## config.mk

```make
export PLATFORM = sky130hd
export DESIGN_NAME = wb_gpio
export DESIGN_NICKNAME = d
export VERILOG_FILES = /design/src/rtl/wb_gpio.sv
export SDC_FILE = /design/constraint.sdc
export NUM_CORES = 1
export LEC_CHECK = 0
export BUFFER_PORTS_ARGS = -buffer_cell sky130_fd_sc_hd__buf_2
export CORE_MARGIN = 4
export CORE_UTILIZATION = 45
export CTS_BUF_LIST = sky130_fd_sc_hd__clkbuf_4 sky130_fd_sc_hd__clkbuf_8
export DETAILED_ROUTE_END_ITERATION = 8
export HOLD_SLACK_MARGIN = 0.12
export PLACE_DENSITY = 0.75
export SYNTH_ARGS = -nofsm -noshare
export SYNTH_HDL_FRONTEND = slang
export SYNTH_SLANG_ARGS = --single-unit
```

## constraint.sdc

```tcl
create_clock -name clk -period 2.6 [get_ports clk]
set_input_delay 0.26 -clock clk [delete_from_list [all_inputs] [get_ports clk]]
set_output_delay 0.26 -clock clk [all_outputs]
set_load 0.05 [all_outputs]
```

## src/rtl/wb_gpio.sv

```systemverilog
// Wishbone-classic GPIO slave: direction control, atomic set/clear, synchronised inputs
// and per-pin edge interrupts with a sticky W1C status register.
module wb_gpio #(
    parameter int unsigned      WIDTH       = 8,
    parameter int unsigned      SYNC_STAGES = 2,
    parameter logic [WIDTH-1:0] RESET_OUT   = '0
) (
    input  logic             clk,
    input  logic             reset,
    input  logic             wb_cyc_i,
    input  logic             wb_stb_i,
    input  logic             wb_we_i,
    input  logic [31:0]      wb_adr_i,
    input  logic [3:0]       wb_sel_i,
    input  logic [31:0]      wb_dat_i,
    output logic [31:0]      wb_dat_o,
    output logic             wb_ack_o,
    input  logic [WIDTH-1:0] gpio_i,
    output logic [WIDTH-1:0] gpio_o,
    output logic [WIDTH-1:0] gpio_oe,
    output logic             irq_o
);

    localparam logic [2:0] AdrOut    = 3'd0;
    localparam logic [2:0] AdrOe     = 3'd1;
    localparam logic [2:0] AdrIn     = 3'd2;
    localparam logic [2:0] AdrRiseEn = 3'd3;
    localparam logic [2:0] AdrFallEn = 3'd4;
    localparam logic [2:0] AdrStatus = 3'd5;
    localparam logic [2:0] AdrOutSet = 3'd6;
    localparam logic [2:0] AdrOutClr = 3'd7;

    logic [WIDTH-1:0] out_q, out_d;
    logic [WIDTH-1:0] oe_q, oe_d;
    logic [WIDTH-1:0] rise_en_q, rise_en_d;
    logic [WIDTH-1:0] fall_en_q, fall_en_d;
    logic [WIDTH-1:0] status_q, status_d;
    logic [WIDTH-1:0] prev_q, prev_d;
    logic [WIDTH-1:0] sync_q [SYNC_STAGES];
    logic [WIDTH-1:0] sync_d [SYNC_STAGES];
    logic             ack_q, ack_d;
    logic [31:0]      dat_q, dat_d;

    logic             req;
    logic [2:0]       reg_idx;
    logic [31:0]      lane_mask;
    logic [WIDTH-1:0] wmask, wdata, w1c, syn, rise, fall;
    logic [31:0]      rd;
    logic             unused_bits;

    assign unused_bits = ^{wb_adr_i[31:5], wb_adr_i[1:0], wb_dat_i, lane_mask};

    assign reg_idx   = wb_adr_i[4:2];
    assign lane_mask = {{8{wb_sel_i[3]}}, {8{wb_sel_i[2]}}, {8{wb_sel_i[1]}}, {8{wb_sel_i[0]}}};
    assign wmask     = lane_mask[WIDTH-1:0];
    // Unselected lanes behave as zero data for every write flavour.
    assign wdata     = wb_dat_i[WIDTH-1:0] & wmask;

    // The forced idle cycle after each ack keeps one request from being taken twice.
    assign req = wb_cyc_i & wb_stb_i & ~ack_q;

    assign syn  = sync_q[SYNC_STAGES-1];
    assign rise = syn & ~prev_q & rise_en_q;
    assign fall = ~syn & prev_q & fall_en_q;

    always_comb begin
        for (int i = 0; i < SYNC_STAGES; i++) begin
            sync_d[i] = (i == 0) ? gpio_i : sync_q[(i == 0) ? 0 : i - 1];
        end
        prev_d = syn;
    end

    always_comb begin
        out_d     = out_q;
        oe_d      = oe_q;
        rise_en_d = rise_en_q;
        fall_en_d = fall_en_q;
        w1c       = '0;
        rd        = '0;
        dat_d     = '0;
        ack_d     = req;

        if (req && wb_we_i) begin
            case (reg_idx)
                AdrOut:    out_d     = (out_q & ~wmask) | wdata;
                AdrOe:     oe_d      = (oe_q & ~wmask) | wdata;
                AdrRiseEn: rise_en_d = (rise_en_q & ~wmask) | wdata;
                AdrFallEn: fall_en_d = (fall_en_q & ~wmask) | wdata;
                AdrStatus: w1c       = wdata;
                AdrOutSet: out_d     = out_q | wdata;
                AdrOutClr: out_d     = out_q & ~wdata;
                default:   ;
            endcase
        end

        if (req && !wb_we_i) begin
            case (reg_idx)
                AdrOut:    rd[WIDTH-1:0] = out_q;
                AdrOe:     rd[WIDTH-1:0] = oe_q;
                AdrIn:     rd[WIDTH-1:0] = syn;
                AdrRiseEn: rd[WIDTH-1:0] = rise_en_q;
                AdrFallEn: rd[WIDTH-1:0] = fall_en_q;
                AdrStatus: rd[WIDTH-1:0] = status_q;
                default:   rd            = '0;
            endcase
            dat_d = rd;
        end

        // New events override a coincident clear.
        status_d = (status_q & ~w1c) | rise | fall;
    end

    always_ff @(posedge clk or posedge reset) begin
        if (reset) begin
            out_q     <= RESET_OUT;
            oe_q      <= '0;
            rise_en_q <= '0;
            fall_en_q <= '0;
            status_q  <= '0;
            prev_q    <= '0;
            ack_q     <= 1'b0;
            dat_q     <= '0;
            for (int i = 0; i < SYNC_STAGES; i++) begin
                sync_q[i] <= '0;
            end
        end else begin
            out_q     <= out_d;
            oe_q      <= oe_d;
            rise_en_q <= rise_en_d;
            fall_en_q <= fall_en_d;
            status_q  <= status_d;
            prev_q    <= prev_d;
            ack_q     <= ack_d;
            dat_q     <= dat_d;
            for (int i = 0; i < SYNC_STAGES; i++) begin
                sync_q[i] <= sync_d[i];
            end
        end
    end

    assign wb_ack_o = ack_q & wb_cyc_i & wb_stb_i;
    assign wb_dat_o = dat_q;
    assign gpio_o   = out_q;
    assign gpio_oe  = oe_q;
    assign irq_o    = |status_q;

endmodule

```

[Word-level counts from Yosys, hierarchy flattened]
Index checks and enable logic that the tools add are counted.
Word-level totals
  memories: 0
  output and inout port bits: 50
  input port bits: 81
  bits in writable memories: 0
  memory bits (read-only): 0
  flip-flop bits (word level): 97
  bits in latches: 0
Operators by class
  muxes and demuxes: 5
  order comparisons: 0
  bitwise gates (word level): 28
  div/mod/pow operators: 0
  reduce and logical (&&, ||, !) cells: 10
  shift-type cells: 0
  multiply operators: 0
  add/subtract/negate cells: 0
  equal/unequal tests: 7
Operator list (number)
  $and 8x8->8: 11
  $or 8x8->8: 7
  $pmux 8 s6: 1
  $not 8->8: 5
  $mux 8: 3
  $pmux 8 s3: 1
  $eq 3x3->1 const B: 4
  $reduce_and 2->1: 4
  $reduce_or 8->1: 1
  $eq 3x2->1 const B: 2
  $and 1x1->1: 4
  $eq 3x1->1 const B: 1
  $logic_not 3->1: 1
  $reduce_bool 3->1: 1
  $logic_and 1x1->1: 2
  $logic_not 1->1: 1
  $not 1->1: 1

[Longest topological paths before layout]
Gate-level depths: netlist (run 1).
  depth after elaboration: 8
  mapped depth: 6

[Worst setup path before layout (run 1)]
Ideal clock, no wire load.
  path type: reg-to-reg
  start: reg ack_q
  end: reg (tool-made name)
  data arrival time: 1.442 ns
  path buffers: 0
  stages on the path, launching flop included: 5
  setup time: 0.125 ns
  setup slack: 1.033 ns
  period minus slack after synthesis: 1.567 ns
  data required time: 2.475 ns
  path through: dfrtp_1 -> and4b_1 -> nand3_2 -> nor3_4 -> mux2_2
RTL lines
  from (decl): RTL line 41  | logic ack_q, ack_d;
  from (signal assigned): RTL line 133  | ack_q <= ack_d;

==> impl_metrics.py, run 1 <==
metrics = {
    "floorplanning": {
        "chipWidth_um": 92.58,
        "rows": 30,
        "start_util_pct": 46.87,
        "coreArea_sq_mm": 0.006869,
        "ios": 131,
        "die-area_sq_mm": 0.008571,
        "fp.dieH_um": 92.58,
    },
    "min_path": {
        "min_path_type": "in -> reg",
        "hold_end": "ack_q",
        "holdPathStages": 3,
        "hold_start": "wb_stb_i",
    },
    "clocking": {
        "clkSinkCount": 73,
        "cts_resized": 0,
        "cts_buffers": 9,
        "h-tree-depth": 3,
        "tritoncts": "built",
        "clk_pin_slew_worst_paths_ns": 0.07,
        "cts_setup_buffers": 0,
        "clock_latency_ns": 0.34,
        "cts_root_buffer": "clkbuf_8",
        "clk_path_buf_depth": 2,
    },
    "global_route": {
        "grt_pass1_wl_mm": 11.62,
        "grt_pass1_vias": 2302,
        "grt_busiest_layer": "met2",
        "met2_usage_pct": 25.86,
        "use_met3_pct": 5.930,
        "grt_usage_pct": 17.76,
        "antenna_found_initial": 0,
        "use_met1_pct": 25.25,
        "gr-total-overflow": 0,
        "grt_max_degree": 27,
    },
    "layout": {
        "drive_gt1_share_pct": 33.63,
        "fin_nets": 409,
        "fin_area_sq_mm": 0.003791,
        "num-fill-cells": 571,
        "area_growth_pct": 17.76,
        "fin_cells": 429,
        "multi_input_area_sq_mm": 0.001244,
        "seqCellArea_sq_mm": 0.001827,
        "diodes": 0,
    },
    "yosys": {
        "synth_compound_area_share_pct": 11.04,
        "synth_xor_area_share_pct": 0,
        "synthMuxAreaShare_pct": 15.20,
        "synth_flop_cell": "dfrtp_1",
        "synth-simple-area-share_pct": 9.600,
        "syn_avg_cell_area_sq_um": 12.19,
        "synth.area.top_cells": "dfrtp_1, mux2_2, buf_4",
        "synth_commonest_cells": "dfrtp_1, mux2_2, o21ai_0",
        "synth_edf_count": 0,
        "async_reset_ff_share_pct": 100.0,
        "synth_top_family_by_area": "multiplexers",
        "synth_seq_area_share_pct": 56.74,
        "synth_top_cell_area_share_pct": 56.74,
        "synth_cells": 264,
        "synth-seq-cells": 73,
        "syn_area_sq_mm": 0.003219,
        "synth_most_common_cell": "dfrtp_1",
        "ys.warnings.count": 0,
        "ys_types": 39,
        "synth.largest_area_cell": "dfrtp_1",
        "synthAdderAreaFrac_pct": 0,
    },
    "critical_path": {
        "worst-path-max-fanout": 8,
        "timing.rr.start": "ack_q",
        "r2r_slack_ns": 0.70,
        "crit_family": "simple AND/OR/NAND/NOR gates",
        "worstRegToRegCells": 4,
        "critPathLaunch": "ack_q",
        "critPathKind": "reg -> reg",
        "critPathRequiredTime_ns": 2.83,
        "worstPathCellList": "and4b_1 > nand3_2 > nor3_4 > mux2_2",
        "critPathBufInv": 0,
        "endpoint_kind": "flip-flop",
        "critPathArrivalTime_ns": 2.13,
        "max_stage_delay_ns": 0.48,
        "crit_slowest_cell": "nor3_4",
        "cp-start-kind": "flip-flop",
    },
    "placement": {
        "dp.cells": 404,
        "placed_cell_area_sq_mm": 0.003486,
        "port_buffers": 50,
        "dp.final_hpwl_mm": 4.894,
        "gp_congestion": 0.8617,
    },
    "sta": {
        "tns_ns": 0,
        "finalSetupViolCount": 0,
        "worst_slew_pin_slew_ns": 0.6312,
        "skew_ns": 0.004490,
        "period_needed_ns": 1.904,
        "hold-worst-slack_ns": 0.1842,
        "fmax_mhz": 525.1,
        "drv_slew": 0,
        "relSlewSlack_pct": 57.64,
        "fin_crit_sh_pct": 73.25,
        "hold_viol": 0,
        "rsz0062_at_grt": "no",
    },
    "pwr": {
        "p_leak_nw": 1.770,
        "power_density_mw_per_mm2": 734.0,
        "ir_drop_v": 0.0004754,
    },
    "outcome": {
        "outcome": "complete, no violations",
    },
    "routing": {
        "ant_nets": 0,
        "drt-initial-drc-count": 188,
        "vias_per_cell": 5.210,
        "drc": 0,
        "totalWireLength_mm": 6.950,
        "drt_pass1_iterations": 4,
        "wl_per_cell_um": 16.20,
        "vias": 2235,
    },
    "run": {
        "drv_cap": 0,
    },
}
==> routing by layer <==
metal | share of wire, % | wire length, um | up-vias
met1 | 45 | 3107 | 1100
met5 | 0 | 0 | -
met2 | 46 | 3219 | 93
met4 | 0.85 | 59 | 0
met3 | 8.1 | 563 | 5
li1 | - | - | 1037
==> kinds of logic (layout without fill, tap and decap cells) <==
family | after synthesis | after routing
buffers and inverters | 36 | 82
muxes | 40 | 40
DFF | 73 | 73
other | 1 | 24
AOI/OAI and AO/OA | 59 | 59
and+or+nand+nor | 55 | 55
==> stage by stage <==
stage	utilization, %	power (mW)	setup slack [ns]
after global routing	55.19	2.915	0.5843
final	55.19	2.783	0.6956
after CTS	55.19	2.815	0.6768
after floorplan	-	1.754	0.4867
after detailed placement	50.75	1.862	0.6850
after global placement	50.75	1.848	0.6860
==> layout make-up <==
cell class / count / share of cell area (%)
Sequential cell: 73 / 48.18
Multi-Input combinational cell: 178 / 32.81
Timing Repair Buffer: 64 / 9.967
Clock buffer: 14 / 4.752
Tap cell: 96 / 3.168
Clock inverter: 2 / 0.9241
Inverter: 2 / 0.1980
==> how the worst max path moves through the flow <==
stage	to	slack, ns	depth (start not counted)
3_5_place_dp	status_q[6]	0.69	6
6_report	flip-flop	0.70	4
5_1_grt	flip-flop	0.58	4
2_1_floorplan	asynchronous set/reset pin	0.49	1
4_1_cts	flip-flop	0.68	4
3_3_place_gp	status_q[2]	0.69	6
==> cells in the final DEF, fill, tap and decap left out, drive strengths merged, types with 8 or more instances in the layout <==
cell          n
dlygate4sd3   9
conb         24
mux2         31
clkbuf       14
nand2        20
o21ai        26
nor2         10
dfrtp        73
buf          55
o211ai        8
a21oi        13
nand3b        9
==> timing repair <==
action | CTS | global route
endpoints found under the setup margin | 0 | 0
hold endpoints to repair | 31 | 0
hold buffers | 9 | 0
==> report_power, final <==
group          switching (mW)  leakage, nW  total, mW  internal, mW
Clock                   0.391        0.114      0.933         0.542
Sequential             0.0776        0.903       1.32          1.24
Combinational           0.373        0.753      0.534         0.162
==> worst min-delay path: cells and delay by family <==
| family | cells | cell delay (ns) |
|---|---|---|
| buf+inv | 1 | 0.12 |
| simple gates | 2 | 0.11 |
Power figures use the tool's default switching activity.
==> run 2: changes to the inputs <==
--- a/config.mk
+++ b/config.mk
@@ -5,13 +5,14 @@
 export SDC_FILE = /design/constraint.sdc
 export NUM_CORES = 1
 export LEC_CHECK = 0
+export ABC_AREA = 1
 export BUFFER_PORTS_ARGS = -buffer_cell sky130_fd_sc_hd__buf_2
 export CORE_MARGIN = 4
 export CORE_UTILIZATION = 45
 export CTS_BUF_LIST = sky130_fd_sc_hd__clkbuf_4 sky130_fd_sc_hd__clkbuf_8
 export DETAILED_ROUTE_END_ITERATION = 8
 export HOLD_SLACK_MARGIN = 0.12
-export PLACE_DENSITY = 0.75
+export PLACE_DENSITY = 0.77
 export SYNTH_ARGS = -nofsm -noshare
 export SYNTH_HDL_FRONTEND = slang
 export SYNTH_SLANG_ARGS = --single-unit
==> constraint.sdc (replaced) <==
create_clock -name clk -period 1.7 [get_ports clk]
set_input_delay 0.17 -clock clk [delete_from_list [all_inputs] [get_ports clk]]
set_output_delay 0.17 -clock clk [all_outputs]
set_load 0.05 [all_outputs]
==> run 2 against run 1 <==
Effect of this change: utilization shrank 2.3 points; final cell count grew 31%; register-to-register slack got worse by 0.42 ns; highest routed layer unchanged.
==> impl_metrics.py, run 2 <==
metrics = {
    "routing": {
        "totalWireLength_mm": 7.748,
        "drt-initial-drc-count": 216,
        "vias_per_cell": 4.970,
        "ant_nets": 0,
        "wl_per_cell_um": 13.79,
        "vias": 2793,
        "drt_pass1_iterations": 6,
        "drc": 0,
    },
    "layout": {
        "fin_nets": 537,
        "drive_gt1_share_pct": 24.78,
        "final_cell_mix": "nand2_1, dfrtp_1, buf_2",
        "diodes": 0,
        "area_growth_pct": 13.56,
        "final_common_cell": "nand2_1",
        "fin_area_sq_mm": 0.004106,
    },
    "critical_path": {
        "critPathKind": "reg -> out",
        "worst-path-max-fanout": 3,
        "r2r_slack_ns": 0.28,
        "worstRegToRegCells": 6,
        "endpoint_kind": "primary output",
        "worstPathCellList": "nor4_1 > nand2_1 > buf_2",
        "cp-start-kind": "flip-flop",
        "max_stage_delay_ns": 0.43,
        "critPathRequiredTime_ns": 1.53,
        "timing.rr.start": "ack_q",
        "critPathArrivalTime_ns": 1.45,
        "crit_slowest_cell": "dfrtp_1",
    },
    "clocking": {
        "cts_buffers": 9,
        "h-tree-depth": 3,
        "clk_pin_slew_worst_paths_ns": 0.07,
        "clkSinkCount": 73,
        "tritoncts": "built",
        "clk_path_buf_depth": 2,
        "cts_setup_buffers": 0,
        "cts_root_buffer": "clkbuf_8",
        "clock_latency_ns": 0.35,
    },
    "pwr": {
        "p_leak_nw": 2.148,
        "ir_drop_v": 0.0004934,
        "power_density_mw_per_mm2": 1021,
    },
    "yosys": {
        "synth_top_cell_area_share_pct": 50.52,
        "synth_commonest_cells": "nand2_1, dfrtp_1, inv_1",
        "async_reset_ff_share_pct": 100.0,
        "ys.warnings.count": 0,
        "synth.area.top_cells": "dfrtp_1, nand2_1, buf_4",
        "synth.largest_area_cell": "dfrtp_1",
        "syn_avg_cell_area_sq_um": 9.108,
        "synth_edf_count": 0,
        "synth_cells": 397,
        "synth_flop_cell": "dfrtp_1",
        "synth_most_common_cell": "nand2_1",
        "synth-seq-cells": 73,
        "synth_seq_area_share_pct": 50.52,
        "ys_types": 29,
        "syn_area_sq_mm": 0.003616,
    },
    "sta": {
        "tns_ns": 0,
        "period_needed_ns": 1.619,
        "drv_slew": 0,
        "hold_viol": 0,
        "finalSetupViolCount": 0,
        "fin_crit_sh_pct": 95.25,
        "fmax_mhz": 617.6,
        "timing.final.ws_setup_ns": 0.08083,
        "rsz0062_at_grt": "no",
        "skew_ns": 0.006126,
    },
    "floorplanning": {
        "rows": 32,
        "start_util_pct": 46.55,
        "ios": 131,
        "coreArea_sq_mm": 0.007767,
        "chipWidth_um": 97.64,
        "die-area_sq_mm": 0.009534,
        "fp.dieH_um": 97.64,
    },
    "global_route": {
        "gr-total-overflow": 0,
        "grt_max_degree": 74,
        "grt_pass1_wl_mm": 13.27,
        "grt_usage_pct": 17.33,
        "grt_pass1_vias": 2729,
        "antenna_found_initial": 0,
    },
    "placement": {
        "placed_cell_area_sq_mm": 0.003832,
        "port_buffers": 50,
        "pre_cts_slack_ns": 0.2833,
        "dp.final_hpwl_mm": 5.465,
        "gp_congestion": 0.9098,
    },
    "min_path": {
        "hold_start": "wb_dat_i[1]",
        "holdPathStages": 3,
        "min_path_type": "in -> reg",
    },
    "outcome": {
        "outcome": "complete, no violations",
    },
    "run": {
        "drv_cap": 0,
    },
}
[run 2: cell count changes after synthesis, sizes merged, moves of 14 or more]
cell and change:
nand2 +74, nor2 +25, o21ai +14, nand3 +20, nand4 +27, mux2 -31
inv +38
[run 2: worst max-delay path: cells and delay by family, from the launching register on]
kind | cells | cell delay (ns)
AND/OR/NAND/NOR | 2 | 0.44
flip-flops | 1 | 0.43
buffers and inverters | 1 | 0.23
[run 2: layer usage]
layer,up-vias,track usage [%],routed length (um)
li1,1374,-,-
met1,1270,23.04,3354
met2,123,25.88,3616
met3,26,4.235,549
met4,0,9.585,228
met5,-,0,0
[run 2: how the worst max path moves through the flow]
stage	from	to
floorplan	ack_q	flip-flop
global placement	ack_q	flip-flop
detailed placement	ack_q	flip-flop
CTS	status_q[1]	irq_o
global route	status_q[1]	irq_o
finish	status_q[1]	irq_o
[run 2: final cells by class]
cell class / instances / area, sq um
tap: 102 / 127.6
clock inverter: 4 / 45.04
inverter: 40 / 156.4
sequential: 73 / 1827
multi-input combinational: 266 / 1406
timing repair buffer: 66 / 405.4
fill: 691 / 3661
clock buffer: 11 / 138.9
[run 2: what timing repair did]
item,CTS,global route
hold buffers,9,0
endpoints found under the hold margin,81,0
gates resized for setup,0,0
[run 2: logic make-up (layout without fill, tap and decap cells)]
logic type / after synthesis / after routing / synth area share (%)
and+or+nand+nor: 187 / 187 / 26.19
buffers and inverters: 81 / 121 / 12.98
DFF: 73 / 73 / 50.52
AOI/OAI and AO/OA: 55 / 55 / 10.21
other: 1 / 24 / 0.1037
[run 2: stage by stage]
stage / instances / hold slack, ns / util (%) / power [mW]
after floorplan: 420 / 0.2014 / - / 2.742
after global placement: 538 / 0.2779 / 49.34 / 2.881
after global routing: 562 / 0.1292 / 52.87 / 4.388
after detailed placement: 538 / 0.2793 / 49.34 / 2.902
after CTS: 562 / 0.1207 / 52.87 / 4.217
final: 562 / 0.1290 / 52.87 / 4.193
[run 2: power breakdown]
| part | leakage, nW | switching (mW) | total [mW] | internal [mW] |
|---|---|---|---|---|
| logic | 1.14 | 0.652 | 0.864 | 0.212 |
| registers | 0.904 | 0.127 | 2.02 | 1.89 |
| clock network | 0.0998 | 0.613 | 1.31 | 0.695 |
| total | 2.15 | 1.39 | 4.19 | 2.80 |
